`config.mk`:
```
export PLATFORM = sky130hd
export DESIGN_NAME = alu_serial_seq
export DESIGN_NICKNAME = d
export VERILOG_FILES = /design/src/rtl/alu_pkg.sv /design/src/rtl/alu_1_bit.sv /design/src/rtl/alu_serial_seq.sv
export SDC_FILE = /design/constraint.sdc
export NUM_CORES = 1
export LEC_CHECK = 0
export CAP_MARGIN = 20
export CORE_UTILIZATION = 50
export CTS_BUF_LIST = sky130_fd_sc_hd__clkbuf_16
export DETAILED_ROUTE_END_ITERATION = 10
export PLACE_DENSITY = 0.77
export SYNTH_ARGS = -nofsm -noshare
export SYNTH_HDL_FRONTEND = slang
export SYNTH_SLANG_ARGS = --single-unit
```
`constraint.sdc`:
```
create_clock -name clk -period 23.4 [get_ports clk]
set_clock_uncertainty 0.2 [all_clocks]
set_input_delay 4.68 -clock clk [delete_from_list [all_inputs] [get_ports clk]]
set_output_delay 4.68 -clock clk [all_outputs]
set_load 0.01 [all_outputs]
```
`src/rtl/alu_pkg.sv`:
```
// Shared opcode constants and FSM state encoding for the bit-serial ALU.
package alu_pkg;

   localparam logic [2:0] ALU_PASS_B = 3'b000;
   localparam logic [2:0] ALU_ADD    = 3'b010;
   localparam logic [2:0] ALU_SUB    = 3'b011;
   localparam logic [2:0] ALU_AND    = 3'b100;
   localparam logic [2:0] ALU_OR     = 3'b101;
   localparam logic [2:0] ALU_XOR    = 3'b110;

   typedef enum logic [1:0] {
      ST_IDLE = 2'd0,
      ST_RUN  = 2'd1,
      ST_DONE = 2'd2
   } alu_state_e;

endpackage

```
`src/rtl/alu_1_bit.sv`:
```
// One-bit ALU slice. Subtraction inverts B; the caller seeds carry-in with 1.
module alu_1_bit
   import alu_pkg::*;
(
   input  logic       a_i,
   input  logic       b_i,
   input  logic       c_i,
   input  logic [2:0] ctrl_i,
   output logic       y_o,
   output logic       c_o
);

   logic b_eff;

   always_comb begin
      b_eff = (ctrl_i == ALU_SUB) ? ~b_i : b_i;
      y_o   = 1'b0;
      c_o   = 1'b0;
      case (ctrl_i)
         ALU_PASS_B: y_o = b_i;
         ALU_ADD, ALU_SUB: begin
            y_o = a_i ^ b_eff ^ c_i;
            c_o = (a_i & b_eff) | (a_i & c_i) | (b_eff & c_i);
         end
         ALU_AND: y_o = a_i & b_i;
         ALU_OR:  y_o = a_i | b_i;
         ALU_XOR: y_o = a_i ^ b_i;
         default: y_o = 1'b0;
      endcase
   end

endmodule

```
`src/rtl/alu_serial_seq.sv`:
```
// Bit-serial ALU: one bit per RUN cycle, LSB first, one-cycle DONE pulse.
// Flag outputs are built only when ALU_SERIAL_FLAGS_EN is defined; otherwise tied to 0.
module alu_serial_seq
   import alu_pkg::*;
#(
   parameter int WIDTH = 64
) (
   input  logic             clk,
   input  logic             reset,
   input  logic             start,
   input  logic [WIDTH-1:0] a,
   input  logic [WIDTH-1:0] b,
   input  logic [2:0]       ctrl,
   output logic             busy,
   output logic             done,
   output logic [WIDTH-1:0] result,
   output logic             negative,
   output logic             zero,
   output logic             overflow,
   output logic             carry_out,
   output logic [1:0]       dbg_state_o
);

   localparam int CW = $clog2(WIDTH);
   localparam logic [CW-1:0] LAST = CW'(WIDTH - 1);

   alu_state_e       state_q, state_d;
   logic [WIDTH-1:0] a_q, a_d, b_q, b_d;
   logic [WIDTH-1:0] sr_q, sr_d, result_q, result_d;
   logic [2:0]       ctrl_q, ctrl_d;
   logic [CW-1:0]    cnt_q, cnt_d;
   logic             carry_q, carry_d;
   logic             slice_y, slice_c;
   logic             last_bit;

   // Operands shift right so the slice always sees bit 0 of the registers.
   alu_1_bit u_slice (
      .a_i    (a_q[0]),
      .b_i    (b_q[0]),
      .c_i    (carry_q),
      .ctrl_i (ctrl_q),
      .y_o    (slice_y),
      .c_o    (slice_c)
   );

   assign last_bit = (state_q == ST_RUN) && (cnt_q == LAST);

   always_comb begin
      state_d  = state_q;
      a_d      = a_q;
      b_d      = b_q;
      ctrl_d   = ctrl_q;
      cnt_d    = cnt_q;
      carry_d  = carry_q;
      sr_d     = sr_q;
      result_d = result_q;
      case (state_q)
         ST_IDLE: begin
            if (start) begin
               state_d = ST_RUN;
               a_d     = a;
               b_d     = b;
               ctrl_d  = ctrl;
               cnt_d   = '0;
               carry_d = ctrl[0];
            end
         end
         ST_RUN: begin
            a_d     = a_q >> 1;
            b_d     = b_q >> 1;
            carry_d = slice_c;
            sr_d    = {slice_y, sr_q[WIDTH-1:1]};
            if (cnt_q == LAST) begin
               state_d  = ST_DONE;
               result_d = sr_d;
            end else begin
               cnt_d = cnt_q + CW'(1);
            end
         end
         ST_DONE: state_d = ST_IDLE;
         default: state_d = ST_IDLE;
      endcase
   end

   always_ff @(posedge clk or posedge reset) begin
      if (reset) begin
         state_q  <= ST_IDLE;
         a_q      <= '0;
         b_q      <= '0;
         ctrl_q   <= '0;
         cnt_q    <= '0;
         carry_q  <= 1'b0;
         sr_q     <= '0;
         result_q <= '0;
      end else begin
         state_q  <= state_d;
         a_q      <= a_d;
         b_q      <= b_d;
         ctrl_q   <= ctrl_d;
         cnt_q    <= cnt_d;
         carry_q  <= carry_d;
         sr_q     <= sr_d;
         result_q <= result_d;
      end
   end

`ifdef ALU_SERIAL_FLAGS_EN
   logic neg_q, zero_q, ovf_q, cout_q;
   logic arith;

   assign arith = (ctrl_q == ALU_ADD) || (ctrl_q == ALU_SUB);

   // carry_q holds the carry into the MSB during the last RUN cycle.
   always_ff @(posedge clk or posedge reset) begin
      if (reset) begin
         neg_q  <= 1'b0;
         zero_q <= 1'b0;
         ovf_q  <= 1'b0;
         cout_q <= 1'b0;
      end else if (last_bit) begin
         neg_q  <= slice_y;
         zero_q <= (sr_d == '0);
         ovf_q  <= arith & (carry_q ^ slice_c);
         cout_q <= arith & slice_c;
      end
   end

   assign negative  = neg_q;
   assign zero      = zero_q;
   assign overflow  = ovf_q;
   assign carry_out = cout_q;
`else
   logic unused_last;
   assign unused_last = last_bit;
   assign negative    = 1'b0;
   assign zero        = 1'b0;
   assign overflow    = 1'b0;
   assign carry_out   = 1'b0;
`endif

   assign busy        = (state_q != ST_IDLE);
   assign done        = (state_q == ST_DONE);
   assign result      = result_q;
   assign dbg_state_o = state_q;

endmodule
```
==> results.txt <==
The starting density of the core is 0.515. Clock-pin slew was measured on the worst setup and hold paths at about 60 ps. The total leakage power is about 6.7 nW. The post-route cell area came out at ~14,000 µm².

The total count of max-transition violations in the final report came out at 0. The worst register-to-register path begins at dbg_state_o[1]. The tightest hold margin is around 280 ps. The cell-internal power came out at 0.000995 W. The number of iterations in the first detailed-routing pass is 10. The register-to-register path setup slack came out at just over 20,000 ps. The total negative setup slack came out at 0 ps.

TritonCTS built the clock tree. The share of layout cells above drive strength 1 is 0.0855. The number of rows in the core area came out at 54. The worst setup path is launched from a primary input.

The distinct cell type count of the synthesized netlist came out at 34. Dividing the synthesized area by the synthesized cell count gives between 9 and 10 µm². The switching power as a share of total power is 0.313.

The first global-routing pass estimated ~40 mm of wire. The die covers 23,300 µm². The DRC violation total after the first TritonRoute iteration is around 480.

The DRC violations left came out at 22. In this run the cell area measured after placement is approximately 13,000 µm². The reported max-cap violation count came out at 0. The upper clock frequency limit came out at about 150 MHz. The clock insertion delay at the later pin of the skew report came out at between 500 and 600 ps. The library cells used most frequently in the layout, excluding fill and tap cells, are sky130_fd_sc_hd__nand2_1, sky130_fd_sc_hd__dfrtp_1, sky130_fd_sc_hd__clkdlybuf4s50_1, sky130_fd_sc_hd__nor2_1, sky130_fd_sc_hd__a31oi_1.

The sum of routed wire length over all layers came out at approximately 24 mm. The critical path starts at start. The synthesized netlist cell count came out at approximately 1.2k. The register bit total from synthesis is 267. The critical path is of the primary input to flip-flop type. The boundary pin count is 206.

The total of endpoints with negative setup slack in the final report came out at 0. In this run, post-CTS repair resized a total of 0 instances. The met2 wire length came out at between 10 and 15 mm. The leftover overflow at the end of global routing came out at 0. Clock tree synthesis found a total of 267 sinks. The final reports fail on DRC. The critical path endpoint category is a flip-flop. At the placement stage, the worst setup path has a slack of roughly 16,000 ps. The count of placed standard cells including taps is about 1.6k.

The number of antenna violations at the first check in global routing is 3. The met3 routed wirelength came out at 1.49 mm. The die is between 150 and 200 µm wide.

The worst path meets setup with approximately 17,000 ps of slack. In this run the deepest clock path goes through 3 buffers. The total of buffers placed on input and output ports is between 200 and 250. Dividing total power by cell area gives a power density of 102 nW/µm².

The final period demand of the worst path came out at roughly 6900 ps. The sequential cell fraction of total power came out at 0.481. The detailed router put a total of about 10 mm of wire on met1. For the pin with the worst max-slew slack, the measured transition is between 1000 and 1500 ps. The share of total power dissipated in combinational logic is 0.244. The proportion of synthesized chip area in sequential cells is 0.589. The number of nets in the finished design is about 1.5k. The largest net degree at the start of global routing is ~140.

Compared with the post-synthesis result, the final layout area differs by 25.3%. The number of hold buffers added after CTS came out at 0. For the worst setup path, the data arrival time is between 7000 and 8000 ps. Clock tree synthesis selected as its root buffer the cell sky130_fd_sc_hd__clkbuf_16. The maximum level of the CTS H-tree is 1. The mean routed wirelength per cell came out at about 15 µm. The total area inside the core boundary comes to between 20,000 and 25,000 µm².

The sum of net half-perimeters after detailed placement came out at about 15 mm. The final weighted congestion in routability-driven placement is roughly 0.8. The highest metal layer carrying signal wires in the routed design is met5. The clock share of power is 0.275. Summing over every cut layer, the via total after detailed routing is around 8.5k.

The post-route antenna net violation count came out at 0. The die is ~150 µm tall. Data on the critical path is required at its endpoint by approximately 24,000 ps.

The hold violation total from the final report is 0. The share of the cycle needed by the critical path after routing came out at 0.293. In the global route stage, overall resource usage came out at 0.207. The headroom to the max-slew limit came out at 0.270. IR analysis of the VDD net gives a maximum drop of approximately 0.000046 V. The fill cell instance count of the final layout is 1,788. The non-filler instance count after layout came out at 1,637. Of all nets on the critical path, the largest fanout is between 90 and 100. The switching power came out at approximately 0.00045 W.

The average via count per standard cell is just over 5. The via count of the first global-routing pass came out at slightly above 8k. The total of warnings raised by yosys is 0. The number of buffers inserted to repair setup after CTS is 0. Setup repair after global routing left no endpoint under its margin. The startpoint identified for the worst hold timing path is sr_q[1]. The number of clock buffers added by TritonCTS is 27.

The flow ran to the end, but the final reports show violations. The class of the worst hold path is flip-flop to flip-flop. The most common cell after layout, fill and taps aside is sky130_fd_sc_hd__nand2_1.

The post-synthesis instance area is roughly 11,000 µm².
[metrics by stage]
stage | utilization | power, W
after detailed placement | 0.607 | 0.00106
after global routing | 0.646 | 0.00155
after global placement | 0.607 | 0.00103
after CTS | 0.644 | 0.00146
final | 0.646 | 0.00145
after floorplan | - | 0.000942
[synth_stat cells]
cell / instances / share of area
sky130_fd_sc_hd__a211oi_1: 1 / 0.00066
sky130_fd_sc_hd__a21o_1: 1 / 0.00066
sky130_fd_sc_hd__a21oi_1: 4 / 0.0018
sky130_fd_sc_hd__a31oi_1: 127 / 0.070
sky130_fd_sc_hd__a32oi_1: 1 / 0.00077
sky130_fd_sc_hd__and3_4: 1 / 0.00099
sky130_fd_sc_hd__and4_4: 1 / 0.00099
sky130_fd_sc_hd__buf_1: 5 / 0.0017
sky130_fd_sc_hd__buf_12: 5 / 0.0088
sky130_fd_sc_hd__buf_2: 46 / 0.020
sky130_fd_sc_hd__buf_4: 6 / 0.0040
sky130_fd_sc_hd__clkbuf_1: 21 / 0.0069
sky130_fd_sc_hd__conb_1: 1 / 0.00033
sky130_fd_sc_hd__dfrtp_1: 267 / 0.59
sky130_fd_sc_hd__fa_1: 1 / 0.0018
sky130_fd_sc_hd__ha_1: 3 / 0.0033
sky130_fd_sc_hd__inv_1: 6 / 0.0020
sky130_fd_sc_hd__mux2_2: 24 / 0.024
sky130_fd_sc_hd__mux2_4: 40 / 0.053
sky130_fd_sc_hd__mux2i_1: 2 / 0.0018
sky130_fd_sc_hd__nand2_1: 455 / 0.15
sky130_fd_sc_hd__nand2b_1: 1 / 0.00055
sky130_fd_sc_hd__nand3_1: 2 / 0.00088
sky130_fd_sc_hd__nand4_1: 2 / 0.0011
sky130_fd_sc_hd__nor2_1: 130 / 0.043
sky130_fd_sc_hd__nor2b_1: 4 / 0.0022
sky130_fd_sc_hd__nor3_1: 5 / 0.0022
sky130_fd_sc_hd__nor3b_1: 2 / 0.0013
sky130_fd_sc_hd__nor3b_2: 1 / 0.0011
sky130_fd_sc_hd__o21a_1: 1 / 0.00066
sky130_fd_sc_hd__o21ai_0: 6 / 0.0026
sky130_fd_sc_hd__o22ai_1: 1 / 0.00055
sky130_fd_sc_hd__or2_2: 1 / 0.00055
sky130_fd_sc_hd__xnor2_1: 1 / 0.00077
[power groups by stage]
| stage | Clock [W] | Combinational [W] | Sequential, W |
|---|---|---|---|
| 4_1_cts | 0.000408 | 0.000358 | 0.000697 |
| 3_5_place_dp | 0 | 0.000356 | 0.000700 |
| 6_report | 0.000399 | 0.000353 | 0.000697 |
| 2_1_floorplan | 0 | 0.000259 | 0.000683 |
| 5_1_grt | 0.000428 | 0.000405 | 0.000716 |
| 3_3_place_gp | 0 | 0.000338 | 0.000696 |
[cell type report]
type                            count  area [µm²]  share of cell area
Multi-Input combinational cell    822        4210               0.296
Clock inverter                     21         138             0.00967
Clock buffer                       27         676              0.0475
Tap cell                          280         350              0.0246
Sequential cell                   267        6680               0.470
Timing Repair Buffer              213        2130               0.150
Inverter                            6        30.0             0.00211
Antenna cell                        1        2.50            0.000176
[per-layer routing]
metal,GRT usage,vias up
met4,0.0370,2
met1,0.283,4092
met5,0,-
met3,0.0455,23
li1,-,4159
met2,0.342,208
[final timing paths]
| kind | to | cells after the start |
|---|---|---|
| max reg2reg | b_q[43] | 4 |
| min reg2reg | sr_q[1] | 2 |
| min | sr_q[1] | 2 |
| min in group asynchronous | sr_q[1] | 2 |
| max in group asynchronous | result[29] | 4 |
| max | ctrl_q[0] | 5 |
[registers in the layout, summed over array words and instances (netlist names)]
register	flops
a_q	64
b_q	64
carry_q	1
cnt_q	6
ctrl_q	3
dbg_state_o	2
result	64
sr_q	63
[worst max-delay path, stage by stage]
cell                              delay, ps
sky130_fd_sc_hd__clkdlybuf4s50_1        530
sky130_fd_sc_hd__nor3b_4                190
sky130_fd_sc_hd__buf_4                  390
sky130_fd_sc_hd__buf_4                  800
sky130_fd_sc_hd__mux2_2                 410
[cells by family after synthesis]
| kind of cell | count (synthesis) | synth area share |
|---|---|---|
| compound gates | 142 | 0.0777 |
| xor+xnor | 1 | 0.000772 |
| fa+ha+maj | 4 | 0.00507 |
| buf+inv | 89 | 0.0437 |
| flops | 267 | 0.589 |
| mux | 66 | 0.0785 |
| other cells | 1 | 0.000330 |
| simple gates | 605 | 0.205 |
No activity file was read; power rests on OpenSTA's default activity.
